`src/rtl/regfile_pkg.sv`:
```
// +-----------------------------------------------------------------------+
// | regfile_pkg : register-file geometry shared by writeback and storage  |
// | Revision    : 1.0                                                     |
// +-----------------------------------------------------------------------+
`default_nettype none

package regfile_pkg;
  localparam int NUM_REGS = 16;
  localparam int ADDR_W   = 4;
  localparam int DATA_W   = 32;
  localparam int PC_IDX   = 15;

  // Index visited k steps after 'last' in a circular scan of n requesters.
  function automatic int rr_index(input int last, input int k, input int n);
    return (last + k) % n;
  endfunction
endpackage

`default_nettype wire

```
`src/rtl/regfile_wb_scheduler_rr_arbiter.sv`:
```
// +-----------------------------------------------------------------------+
// | rr_arbiter : round-robin arbiter, one-hot grant, pointer moves on     |
// |              every grant (a grant is only ever given to a valid req)  |
// | Revision   : 1.0                                                      |
// +-----------------------------------------------------------------------+
`default_nettype none

module rr_arbiter
  import regfile_pkg::*;
#(
  parameter int NUM_REQ = 3
) (
  input  logic               clk,
  input  logic               rst,
  input  logic [NUM_REQ-1:0] req,
  output logic [NUM_REQ-1:0] grant
);
  localparam int PTR_W = (NUM_REQ > 1) ? $clog2(NUM_REQ) : 1;

  logic [PTR_W-1:0] r_last;
  logic [PTR_W-1:0] w_next;
  logic             w_any;

  always_comb begin
    grant  = '0;
    w_next = r_last;
    w_any  = 1'b0;
    for (int k = 1; k <= NUM_REQ; k++) begin
      if (!w_any && req[rr_index(int'(r_last), k, NUM_REQ)]) begin
        grant[rr_index(int'(r_last), k, NUM_REQ)] = 1'b1;
        w_next = PTR_W'(rr_index(int'(r_last), k, NUM_REQ));
        w_any  = 1'b1;
      end
    end
  end

  always_ff @(posedge clk or posedge rst) begin
    if (rst) begin
      r_last <= '0;
    end else if (w_any) begin
      r_last <= w_next;
    end
  end
endmodule

`default_nettype wire

```
`src/rtl/regfile_wb_scheduler.sv`:
```
// +-----------------------------------------------------------------------+
// | regfile_wb_scheduler : arbitrates writeback sources onto the single   |
// |   register-file write port and keeps the RAW/WAW busy scoreboard      |
// | Revision             : 1.0                                            |
// +-----------------------------------------------------------------------+
`default_nettype none

module regfile_wb_scheduler
  import regfile_pkg::*;
#(
  parameter int NUM_REQ = 3
) (
  input  logic                      clk,
  input  logic                      rst,
  input  logic [NUM_REQ-1:0]        req_valid,
  output logic [NUM_REQ-1:0]        req_ready,
  input  logic [NUM_REQ*ADDR_W-1:0] req_addr,
  input  logic [NUM_REQ*DATA_W-1:0] req_data,
  output logic                      rf_we,
  output logic [ADDR_W-1:0]         rf_waddr,
  output logic [DATA_W-1:0]         rf_wdata,
  input  logic                      iss_valid,
  input  logic                      iss_has_dst,
  input  logic [ADDR_W-1:0]         iss_dst,
  input  logic [ADDR_W-1:0]         iss_src1,
  input  logic [ADDR_W-1:0]         iss_src2,
  output logic                      iss_stall,
  output logic [NUM_REGS-1:0]       busy_vec
);
  localparam logic [ADDR_W-1:0] C_PC = ADDR_W'(PC_IDX);

  logic [NUM_REQ-1:0]  w_grant;
  logic [ADDR_W-1:0]   w_addr;
  logic [DATA_W-1:0]   w_data;
  logic                w_hs;
  logic                w_set;
  logic                w_src1_busy;
  logic                w_src2_busy;
  logic                w_dst_busy;
  logic [NUM_REGS-1:0] r_busy;

  rr_arbiter #(.NUM_REQ(NUM_REQ)) u_arb (
    .clk   (clk),
    .rst   (rst),
    .req   (req_valid),
    .grant (w_grant)
  );

  assign req_ready = w_grant;
  assign w_hs      = |w_grant;

  always_comb begin
    w_addr = '0;
    w_data = '0;
    for (int i = 0; i < NUM_REQ; i++) begin
      if (w_grant[i]) begin
        w_addr = req_addr[i*ADDR_W +: ADDR_W];
        w_data = req_data[i*DATA_W +: DATA_W];
      end
    end
  end

  // PC writes are accepted from the source but never reach the register file.
  always_ff @(posedge clk or posedge rst) begin
    if (rst) begin
      rf_we    <= 1'b0;
      rf_waddr <= '0;
      rf_wdata <= '0;
    end else begin
      rf_we <= w_hs && (w_addr != C_PC);
      if (w_hs) begin
        rf_waddr <= w_addr;
        rf_wdata <= w_data;
      end
    end
  end

  assign w_src1_busy = (iss_src1 != C_PC) && r_busy[iss_src1];
  assign w_src2_busy = (iss_src2 != C_PC) && r_busy[iss_src2];
  assign w_dst_busy  = iss_has_dst && r_busy[iss_dst];
  assign iss_stall   = iss_valid && (w_src1_busy || w_src2_busy || w_dst_busy);
  assign w_set       = iss_valid && !iss_stall && iss_has_dst && (iss_dst != C_PC);

  // Later assignment wins, so a same-cycle set overrides the clear.
  always_ff @(posedge clk or posedge rst) begin
    if (rst) begin
      r_busy <= '0;
    end else begin
      if (rf_we) r_busy[rf_waddr] <= 1'b0;
      if (w_set) r_busy[iss_dst]  <= 1'b1;
    end
  end

  assign busy_vec = r_busy;
endmodule

`default_nettype wire
```
`config.mk`:
```
export PLATFORM = sky130hd
export DESIGN_NAME = regfile_wb_scheduler
export DESIGN_NICKNAME = d
export VERILOG_FILES = /design/src/rtl/regfile_pkg.sv /design/src/rtl/regfile_wb_scheduler_rr_arbiter.sv /design/src/rtl/regfile_wb_scheduler.sv
export SDC_FILE = /design/constraint.sdc
export NUM_CORES = 1
export LEC_CHECK = 0
export ABC_CLOCK_PERIOD_IN_PS = 3150
export BUFFER_PORTS_ARGS = -buffer_cell sky130_fd_sc_hd__buf_2
export CORE_UTILIZATION = 40
export CTS_CLUSTER_SIZE = 24
export DETAILED_ROUTE_END_ITERATION = 12
export PLACE_DENSITY = 0.74
export SYNTH_ARGS = -nofsm -noshare
export SYNTH_HDL_FRONTEND = slang
export SYNTH_SLANG_ARGS = --single-unit
```
`constraint.sdc`:
```
create_clock -name clk -period 3.15 [get_ports clk]
set_clock_uncertainty 0.05 [all_clocks]
set_input_delay 0.1575 -clock clk [delete_from_list [all_inputs] [get_ports clk]]
set_output_delay 0.1575 -clock clk [all_outputs]
set_load 0.02 [all_outputs]
```
==> results.py <==
metrics = {
    "grt": {
        "grt_use_total_pct": 21.99,
        "first_global_vias": 3178,
        "grt_overflow": 0,
        "grt_pass1_wl_um": 15060,
        "grt_max_degree": 37,
        "antenna_found_initial": 0,
    },
    "clocking": {
        "clk_pin_slew_ps": 100,
        "cts-buffers-inserted": 5,
        "clock-sinks": 55,
        "htreeDepth": 2,
        "insertion_delay_ps": 300,
        "root_buffer": "clkbuf_8",
        "max-clock-path-buffers": 2,
        "postCtsSetupBuffers": 0,
        "cts_tree": "yes",
    },
    "hold_path": {
        "hold_class": "in2reg",
    },
    "timing": {
        "final.min_clock_period_ps": 2787,
        "final-hold-violation-count": 0,
        "max_slew_margin_pct": 67.67,
        "fin_tns_setup_ps": 0,
        "drv_slew": 0,
        "max_freq_ghz": 0.3588,
        "period_share_pct": 88.49,
        "tightest_slew_ps": 484.2,
        "setup_violations": 0,
        "rsz0062_at_grt": "false",
    },
    "yosys": {
        "synth_edf_count": 0,
        "yosys.area.top_type": "dfrtp_1",
        "netlist_area_um2": 3403,
        "yosys_most_used_dff": "dfrtp_1",
        "netlist_instances": 356,
        "ys_top_cells_by_area": "dfrtp_1 40%, a221oi_1 8.2%, o22ai_1 6.1%, mux4_2 5.3%, inv_1 4.2%",
        "seq_area_frac_synth_pct": 40.44,
        "synth_top_area_share_pct": 40.44,
        "synth_warnings": 0,
        "ys_ff_latch": 55,
        "synth.distinct_cells": 43,
        "async_reset_ff_share_pct": 100.0,
        "syn_nets": 487,
        "postSynthAreaPerCell_um2": 9.560,
    },
    "setup_path": {
        "path_buf_inv": 4,
        "crit_family": "buffers and inverters",
        "cp_slowest_cell": "dfrtp_1",
        "crit_path_frequent_cell": "inv_1",
        "required_ps": 2940,
        "cp_cell_sequence": "inv_1 > ha_1 > mux2i_1 > o221ai_1 > a21o_1 > nand2_1 > buf_4 > inv_1 > buf_2",
        "cp_max_fo": 34,
        "critPathArrivalTime_ps": 2580,
        "start_kind": "flip-flop",
        "crit_path_end_kind": "output pin",
        "crit_path_max_incr_delay_ps": 420,
        "critical_path_class": "reg2out",
    },
    "placed_design": {
        "place.detailed.hpwl_um": 7944,
        "dp.cells": 629,
        "placed_area_um2": 4429,
        "gp_congestion": 0.8592,
        "numPortBuffers": 183,
    },
    "power": {
        "ir_drop_v": 0.0007609,
        "power.static_leakage_nw": 2.302,
        "power.density_nw_per_um2": 1252,
    },
    "final_layout": {
        "drive_above_1_share_pct": 41.73,
        "instances_no_fill": 637,
        "antenna_cells": 0,
        "stdcell_area_um2": 4527,
        "fillCellCount": 758,
        "nets": 663,
        "syn_to_final_growth_pct": 33.01,
    },
    "job": {
        "cap_violations": 0,
    },
    "detailed_routing": {
        "wirelength_um": 9973,
        "num_vias": 3516,
        "drt_first_pass_iters": 4,
        "routedWlPerCell_um": 15.66,
        "drtIter0Drc": 156,
        "viasPerCell": 5.520,
        "drc_errors": 0,
        "detail-route-antenna-nets": 0,
    },
    "floorplan": {
        "die_area_um2": 8881,
        "die_x_um": 94.24,
        "start_util_pct": 41.42,
        "die_y_um": 94.24,
        "core_um2": 8217,
        "io_pins": 184,
        "core.rowCount": 33,
    },
    "outcome": {
        "outcome": "complete, no violations",
    },
}
==> what timing repair did <==
item                      4_1_cts  5_1_grt
hold buffers                    1        0
hold endpoints to repair       23        0
resized for setup               0        0
==> layer usage <==
| layer | share of wire (%) | vias up | track usage [%] |
|---|---|---|---|
| li1 | - | 1688 | - |
| met1 | 39 | 1641 | 26.00 |
| met2 | 51 | 173 | 39.43 |
| met3 | 8.3 | 14 | 4.450 |
| met4 | 2.0 | 0 | 7.179 |
| met5 | 0 | - | 0 |
==> kinds of logic (layout without fill, tap and decap cells) <==
group | count (synthesis) | count (layout) | share of synthesized area, %
buf+inv | 62 | 238 | 7.279
simple gates | 87 | 87 | 13.31
flops | 55 | 55 | 40.44
compound gates | 124 | 124 | 25.18
fa+ha+maj | 4 | 4 | 1.471
mux | 24 | 24 | 12.32
==> layout by cell type, fill, tap and decap left out, types with 10 or more instances in the layout <==
cell | synthesis | routed
nand2_1 | 19 | 19
dfrtp_1 | 55 | 55
a221oi_1 | 32 | 32
nor2_1 | 36 | 36
inv_1 | 38 | 37
mux2i_1 | 10 | 10
o21ai_1 | 16 | 16
o22ai_1 | 33 | 33
buf_2 | 6 | 183
o21ai_0 | 17 | 17
==> final cells by class <==
class | count | area [um^2] | area share, %
Tap cell | 105 | 131.4 | 2.902
Timing Repair Buffer | 192 | 998.5 | 22.06
Clock inverter | 1 | 5.005 | 0.1106
Multi-Input combinational cell | 239 | 1787 | 39.47
Inverter | 39 | 146.4 | 3.234
Sequential cell | 55 | 1376 | 30.40
Clock buffer | 6 | 82.58 | 1.824
==> cell usage after synthesis (all sizes together) (2+ instances only) <==
| master | number |
|---|---|
| o211ai | 6 |
| nand4 | 5 |
| nand3 | 4 |
| dfrtp | 55 |
| clkbuf | 16 |
| or2 | 2 |
| buf | 7 |
| nand3b | 9 |
| a21oi | 3 |
| inv | 39 |
| ha | 4 |
| o21ai | 33 |
| o22ai | 33 |
| mux2i | 11 |
| o21a | 3 |
| nor2 | 36 |
| nor3b | 2 |
| nand2b | 6 |
| a221oi | 32 |
| o221ai | 3 |
| a21o | 5 |
| mux4 | 12 |
| nand2 | 20 |
==> power by group <==
group | internal (mW) | switching (mW)
logic | 1.59 | 2.31
clock network | 0.173 | 0.218
registers | 1.10 | 0.284
==> worst min-delay path: stages <==
cell and delay, ps:
buf_2 100, nor2_1 90, a221oi_1 50
==> state kept, by name, indices dropped and copies added, names as in the netlist <==
signal and flops:
rf_waddr 4, u_arb.r_last 2, busy_vec 16, rf_wdata 32
rf_we 1
==> through the flow <==
stage / setup slack (ps) / utilization [%] / hold WS, ps / power, mW
final: 362.6 / 55.09 / 64.07 / 5.668
after global routing: 159.2 / 55.09 / 52.02 / 6.151
after CTS: 371.2 / 55.09 / 57.87 / 5.709
after detailed placement: 435.3 / 53.91 / 167.5 / 5.308
after global placement: 566.5 / 53.91 / 155.5 / 5.192
after floorplan: 580.7 / - / 282.2 / 4.132
==> path summary, 6_finish.rpt <==
check	from	endpoint	slack, ps	depth (start not counted)
setup reg to reg	u_arb.r_last[0]	rf_wdata[11]	420	10
min in group asynchronous	rst	busy_vec[2]	360	3
hold reg to reg	rf_wdata[17]	rf_wdata[17]	480	2
hold / removal	req_data[64]	rf_wdata[0]	60	3
setup / recovery	u_arb.r_last[0]	req_ready[1]	360	9
max in group asynchronous	rst	rf_wdata[24]	1890	4
Power figures use the tool's default switching activity.
